`src/rtl/membus_arbiter.sv`:
```
// Two-master (ibus/dbus) to one-slave memory arbiter with dbus-priority anti-starvation streak
// limit, registered slave request, one-cycle ready pulse and a bus-timeout watchdog.
module membus_arbiter #(
    parameter int unsigned   AW          = 32,
    parameter int unsigned   DW          = 32,
    parameter int unsigned   MW          = 4,
    parameter int unsigned   MAX_STREAK  = 4,
    parameter int unsigned   TIMEOUT_CYC = 255,
    parameter logic [DW-1:0] ERR_DATA    = 32'hDEAD_BEEF
) (
    input  logic          clk,
    input  logic          rst,
    input  logic          i_req,
    input  logic          i_we,
    input  logic [AW-1:0] i_addr,
    input  logic [DW-1:0] i_wdata,
    input  logic [MW-1:0] i_mask,
    output logic [DW-1:0] i_rdata,
    output logic          i_ready,
    input  logic          d_req,
    input  logic          d_we,
    input  logic [AW-1:0] d_addr,
    input  logic [DW-1:0] d_wdata,
    input  logic [MW-1:0] d_mask,
    output logic [DW-1:0] d_rdata,
    output logic          d_ready,
    output logic          s_req,
    output logic          s_we,
    output logic [AW-1:0] s_addr,
    output logic [DW-1:0] s_wdata,
    output logic [MW-1:0] s_mask,
    input  logic [DW-1:0] s_rdata,
    input  logic          s_ready,
    output logic          o_err
);

    localparam int unsigned SW = $clog2(MAX_STREAK + 1);
    localparam int unsigned TW = $clog2(TIMEOUT_CYC + 1);

    typedef enum logic [1:0] {
        StIdle = 2'd0,
        StBusy = 2'd1,
        StResp = 2'd2
    } state_e;

    state_e          state_q, state_d;
    logic            s_we_q, s_we_d;
    logic [AW-1:0]   s_addr_q, s_addr_d;
    logic [DW-1:0]   s_wdata_q, s_wdata_d;
    logic [MW-1:0]   s_mask_q, s_mask_d;
    logic            owner_q, owner_d;  // 1: dbus owns the access
    logic [SW-1:0]   streak_q, streak_d;
    logic [TW-1:0]   tmo_q, tmo_d;
    logic            err_q, err_d;
    logic [DW-1:0]   i_rdata_q, i_rdata_d;
    logic [DW-1:0]   d_rdata_q, d_rdata_d;

    logic            any_req;
    logic            grant_d;
    logic            timeout;
    logic            done;
    logic [DW-1:0]   resp_data;

    // dbus has priority until it has won MAX_STREAK times in a row against a waiting ibus.
    assign any_req   = i_req | d_req;
    assign grant_d   = d_req & ~(i_req & (streak_q == SW'(MAX_STREAK)));
    assign timeout   = (tmo_q == TW'(TIMEOUT_CYC - 1));
    assign done      = s_ready | timeout;
    assign resp_data = s_ready ? s_rdata : ERR_DATA;

    always_ff @(posedge clk or negedge rst) begin
        if (!rst) begin
            state_q <= StIdle;
        end else begin
            state_q <= state_d;
        end
    end

    always_comb begin
        state_d = state_q;
        unique case (state_q)
            StIdle:  if (any_req) state_d = StBusy;
            StBusy:  if (done) state_d = StResp;
            StResp:  state_d = StIdle;
            default: state_d = StIdle;
        endcase
    end

    always_comb begin
        s_req   = (state_q == StBusy);
        i_ready = (state_q == StResp) & ~owner_q;
        d_ready = (state_q == StResp) & owner_q;
        o_err   = (state_q == StResp) & err_q;
        s_we    = s_we_q;
        s_addr  = s_addr_q;
        s_wdata = s_wdata_q;
        s_mask  = s_mask_q;
        i_rdata = i_rdata_q;
        d_rdata = d_rdata_q;
    end

    always_comb begin
        s_we_d    = s_we_q;
        s_addr_d  = s_addr_q;
        s_wdata_d = s_wdata_q;
        s_mask_d  = s_mask_q;
        owner_d   = owner_q;
        streak_d  = streak_q;
        tmo_d     = tmo_q;
        err_d     = err_q;
        i_rdata_d = i_rdata_q;
        d_rdata_d = d_rdata_q;
        unique case (state_q)
            StIdle: begin
                if (any_req) begin
                    owner_d = grant_d;
                    if (grant_d) begin
                        s_we_d    = d_we;
                        s_addr_d  = d_addr;
                        s_wdata_d = d_wdata;
                        s_mask_d  = d_mask;
                        if (!i_req) begin
                            streak_d = '0;
                        end else if (streak_q != SW'(MAX_STREAK)) begin
                            streak_d = streak_q + SW'(1);
                        end
                    end else begin
                        s_we_d    = i_we;
                        s_addr_d  = i_addr;
                        s_wdata_d = i_wdata;
                        s_mask_d  = i_mask;
                        streak_d  = '0;
                    end
                end
            end
            StBusy: begin
                tmo_d = tmo_q + TW'(1);
                if (done) begin
                    err_d = ~s_ready;
                    if (owner_q) begin
                        d_rdata_d = resp_data;
                    end else begin
                        i_rdata_d = resp_data;
                    end
                end
            end
            StResp: begin
                tmo_d = '0;
                err_d = 1'b0;
            end
            default: ;
        endcase
    end

    always_ff @(posedge clk or negedge rst) begin
        if (!rst) begin
            s_we_q    <= 1'b0;
            s_addr_q  <= '0;
            s_wdata_q <= '0;
            s_mask_q  <= '0;
            owner_q   <= 1'b0;
            streak_q  <= '0;
            tmo_q     <= '0;
            err_q     <= 1'b0;
            i_rdata_q <= '0;
            d_rdata_q <= '0;
        end else begin
            s_we_q    <= s_we_d;
            s_addr_q  <= s_addr_d;
            s_wdata_q <= s_wdata_d;
            s_mask_q  <= s_mask_d;
            owner_q   <= owner_d;
            streak_q  <= streak_d;
            tmo_q     <= tmo_d;
            err_q     <= err_d;
            i_rdata_q <= i_rdata_d;
            d_rdata_q <= d_rdata_d;
        end
    end

endmodule

```
`config.mk`:
```
export PLATFORM = sky130hd
export DESIGN_NAME = membus_arbiter
export DESIGN_NICKNAME = d
export VERILOG_FILES = /design/src/rtl/membus_arbiter.sv
export SDC_FILE = /design/constraint.sdc
export NUM_CORES = 1
export LEC_CHECK = 0
export BUFFER_PORTS_ARGS = -buffer_cell sky130_fd_sc_hd__buf_2
export CAP_MARGIN = 20
export CORE_UTILIZATION = 30
export CTS_BUF_LIST = sky130_fd_sc_hd__clkbuf_8
export CTS_CLUSTER_SIZE = 20
export DETAILED_ROUTE_END_ITERATION = 12
export PLACE_DENSITY = 0.55
export REMOVE_ABC_BUFFERS = 1
export SETUP_SLACK_MARGIN = 0.05
export SYNTH_ARGS = -nofsm -noshare
export SYNTH_HDL_FRONTEND = slang
export SYNTH_SLANG_ARGS = --single-unit
```
`constraint.sdc`:
```
create_clock -name clk -period 2.2 [get_ports clk]
set_input_delay 0.11 -clock clk [delete_from_list [all_inputs] [get_ports clk]]
set_output_delay 0.11 -clock clk [all_outputs]
set_load 0.03 [all_outputs]
```
==> key figures <==
Run status
  • Status: finished, final reports clean

STA
  • Worst slew margin: between 40% and 50%
  • Slack of the critical path: between 0.3 and 0.4 ns
  • Hold Vio Cnt, Final: 0
  • Clock skew: between 0.015 and 0.02 ns
  • Max Slew Vio Count: 0
  • Final critical-path required period: 1.89 ns
  • FMAX: between 500 and 600 MHz
  • Period utilization: a little under nine tenths
  • Sum Neg Setup Slack: 0 ns
  • Endpoints failing setup: 0
  • RSZ-0062 raised after global routing: no
  • Worst-margin pin slew: 0.795 ns

Worst hold path
  • HP Class: in -> reg
  • Origin of the worst min-delay path: d_req

Clock tree
  • H-tree depth: 4
  • CTS resizes: 0
  • CTS buffer count: 17
  • Worst-Skew Late Latency: around 0.45 ns
  • Setup Buffers After CTS: 0
  • TritonCTS clock tree: done
  • Worst-path clk slew: about 0.09 ns
  • Root buffer cell: clkbuf_8
  • CTS sink cnt: roughly 150
  • Worst-case clock buffer depth: 2
  • Post-CTS Hold Buffers: between 150 and 200

Routing
  • Routed Antenna Nets: 0
  • 1st-pass router iterations: 5
  • Vias per inst: about 5.1
  • Via count: between 7000 and 8000
  • DR iter-0 viols: a little under 600
  • DRC: 0
  • Final wirelength: about 27000 µm
  • Wire per inst: 17.3 µm

Synth
  • Yosys warnings: 0
  • Top_reg_cell synth: dfrtp_1
  • #FFs+latches synth: 148
  • Avg Cell Area, Syn: 9.18 µm²
  • Simple-gate share of the synthesized area: between 20% and 30%
  • Distinct cells, synth: between 40 and 50
  • Main combinational cell family by area after synthesis: compound AO/OA/AOI/OAI gates
  • Ys async rst share: 100%
  • Mux cell area share after synthesis: less than 1%
  • Post-synth EDFFs: 0
  • Netlist Area Pre-Place: between 7000 and 8000 µm²
  • Synth Area in Compound Gates: 20.8%
  • Syn Inst Count: between 700 and 800
  • Adder-cell share of the synthesized area: ~1.4%
  • Synth Area in XOR/XNOR: 0.122%
  • Seq/Total Area, Yosys: roughly 52%

Setup path
  • Worst endpoint required time: roughly 2.1 ns
  • Critical Path Source Type: flop
  • Data arrival, critical path: roughly 1.8 ns
  • Setup CP Type: reg -> out
  • Reg-to-reg startpoint: state_q[1]
  • Delay of the slowest cell on the worst path: ~0.43 ns
  • Worst Setup SP: state_q[0]
  • Slowest-stage cell, CP: dfrtp_1
  • Critical-path cell list: inv_1, ha_1, nor2b_1, buf_2
  • CP Capture Type: output pin
  • Critical path peak fanout: 11

Die
  • Starting Density: approximately 30%
  • DIE AREA: about 25000 µm²
  • Core area: approximately 23000 µm²
  • Std-Cell Rows: between 50 and 60
  • Top Ports: between 300 and 400
  • Die height: between 150 and 200 µm
  • Die Wd: ~160 µm

Finish
  • Fraction of layout cells with a size suffix above 1: between 30 and 40%
  • Final Net Count: ~1400
  • Most frequent cells in the layout: buf_2, dlygate4sd3_1, dfrtp_1
  • Layout area overhead: 55.5%
  • Commonest non-fill, non-tap cell in the layout: buf_2
  • Fin cells: 1555

Placement
  • IO Port Bufs: between 300 and 400
  • Hpwl dp: ~16000 µm
  • Worst slack at placement: ~0.45 ns
  • RD Place Congestion: 0.750
  • Cells after DPL: ~1400

Global routing
  • Total gr overflow: 0
  • Initial antenna violation count: 1
  • Largest net degree at the start of global routing: between 70 and 80
  • Global Route Usage Sum: 21.8%
  • First-pass GRT wire length: around 42000 µm
  • Vias in the first global route: around 7900

Power
  • Max VDD drop: 0.629 mV
  • Pleak: approximately 0.0052 µW
  • Power Dens Cells: 1370 nW/µm²
  • Design Power: between 15000 and 20000 µW

Flow run
  • Max cap viols: 0
[stage by stage]
stage          utilization, %  instance area, µm²  hold WS, ns
2_1_floorplan               -                6840       -0.186
3_3_place_gp             38.5                9040       0.0742
3_5_place_dp             38.5                9040       0.0709
4_1_cts                  47.6               11200       0.0355
5_1_grt                  47.6               11200       0.0773
6_report                 47.6               11200       0.0736
[cell families (layout without fill, tap and decap cells)]
kind of cell | count (synthesis) | count (layout)
compound gates | 223 | 223
xor+xnor | 1 | 1
fa+ha+maj | 8 | 8
buf+inv | 86 | 539
flops | 148 | 148
mux | 2 | 2
other cells | 0 | 1
simple gates | 314 | 314
[final cells by class]
class / count / area [µm²]
fillers: 2216 / 12300
clock inverters: 13 / 148
repair buffers: 499 / 3500
inverters: 8 / 30.0
multi-input cells: 548 / 3120
flip-flops and latches: 148 / 3700
clock buffers: 19 / 262
well taps: 319 / 399
diodes: 1 / 2.50
[synthesized netlist by cell type (2+ instances only)]
| cell type | count | share of area [%] |
|---|---|---|
| o21ai_0 | 2 | 0.14 |
| o211ai_2 | 10 | 1.7 |
| and3_1 | 3 | 0.26 |
| o211ai_1 | 61 | 6.4 |
| nor2b_1 | 4 | 0.35 |
| buf_1 | 2 | 0.10 |
| o2bb2ai_1 | 2 | 0.24 |
| clkbuf_1 | 47 | 2.5 |
| nand3_1 | 4 | 0.28 |
| buf_2 | 26 | 1.8 |
| a22oi_1 | 16 | 1.7 |
| ha_1 | 8 | 1.4 |
| nand4_1 | 71 | 6.2 |
| dfrtp_1 | 148 | 52 |
| nor2_1 | 52 | 2.7 |
| and2_1 | 5 | 0.44 |
| a21oi_1 | 51 | 3.6 |
| or3_1 | 3 | 0.26 |
| nand2_1 | 146 | 7.6 |
| buf_6 | 2 | 0.31 |
| o31ai_1 | 3 | 0.31 |
| nand2b_1 | 20 | 1.7 |
| o22ai_1 | 49 | 4.3 |
| inv_1 | 7 | 0.37 |
| a32o_1 | 2 | 0.28 |
| o21ai_1 | 20 | 1.4 |
[where the power goes]
part           switching [µW]  internal, µW  leakage, µW  total, µW
logic                    5500          2750      0.00316       8240
registers                 861          3970      0.00183       4830
clock network            1160          1090     0.000201       2240
[path summary, 6_finish.rpt]
path | slack, ns | endpoint | cells after the start
worst max-delay path | 0.31 | i_ready | 4
worst min-delay path | 0.07 | s_wdata[25] | 3
worst max register to register | 0.42 | i_rdata[28] | 6
worst min register to register | 0.49 | s_wdata[24] | 2
max in group asynchronous | 1.33 | s_addr[10] | 3
min in group asynchronous | 0.16 | i_rdata[20] | 2
[per-layer routing]
metal | track usage (%) | share of wire [%]
met5 | 0 | 0
met4 | 9.76 | 3.0
met3 | 4.93 | 6.6
met2 | 35.7 | 48
met1 | 27.2 | 43
[flip-flops by register name (all words and copies together) (netlist names)]
signal and count:
s_addr 32, state_q 2, streak_q 3, s_we 1, owner_q 1, tmo_q 8, s_wdata 32, i_rdata 32
d_rdata 32, s_mask 4, err_q 1
[critical path: cells and delay by family, from the launching register on]
kind,cells,cell delay [ns]
DFF,1,0.43
adders and majority gates,1,0.38
buffers and inverters,2,0.32
and+or+nand+nor,1,0.20
(Power assumes the default switching activity.)
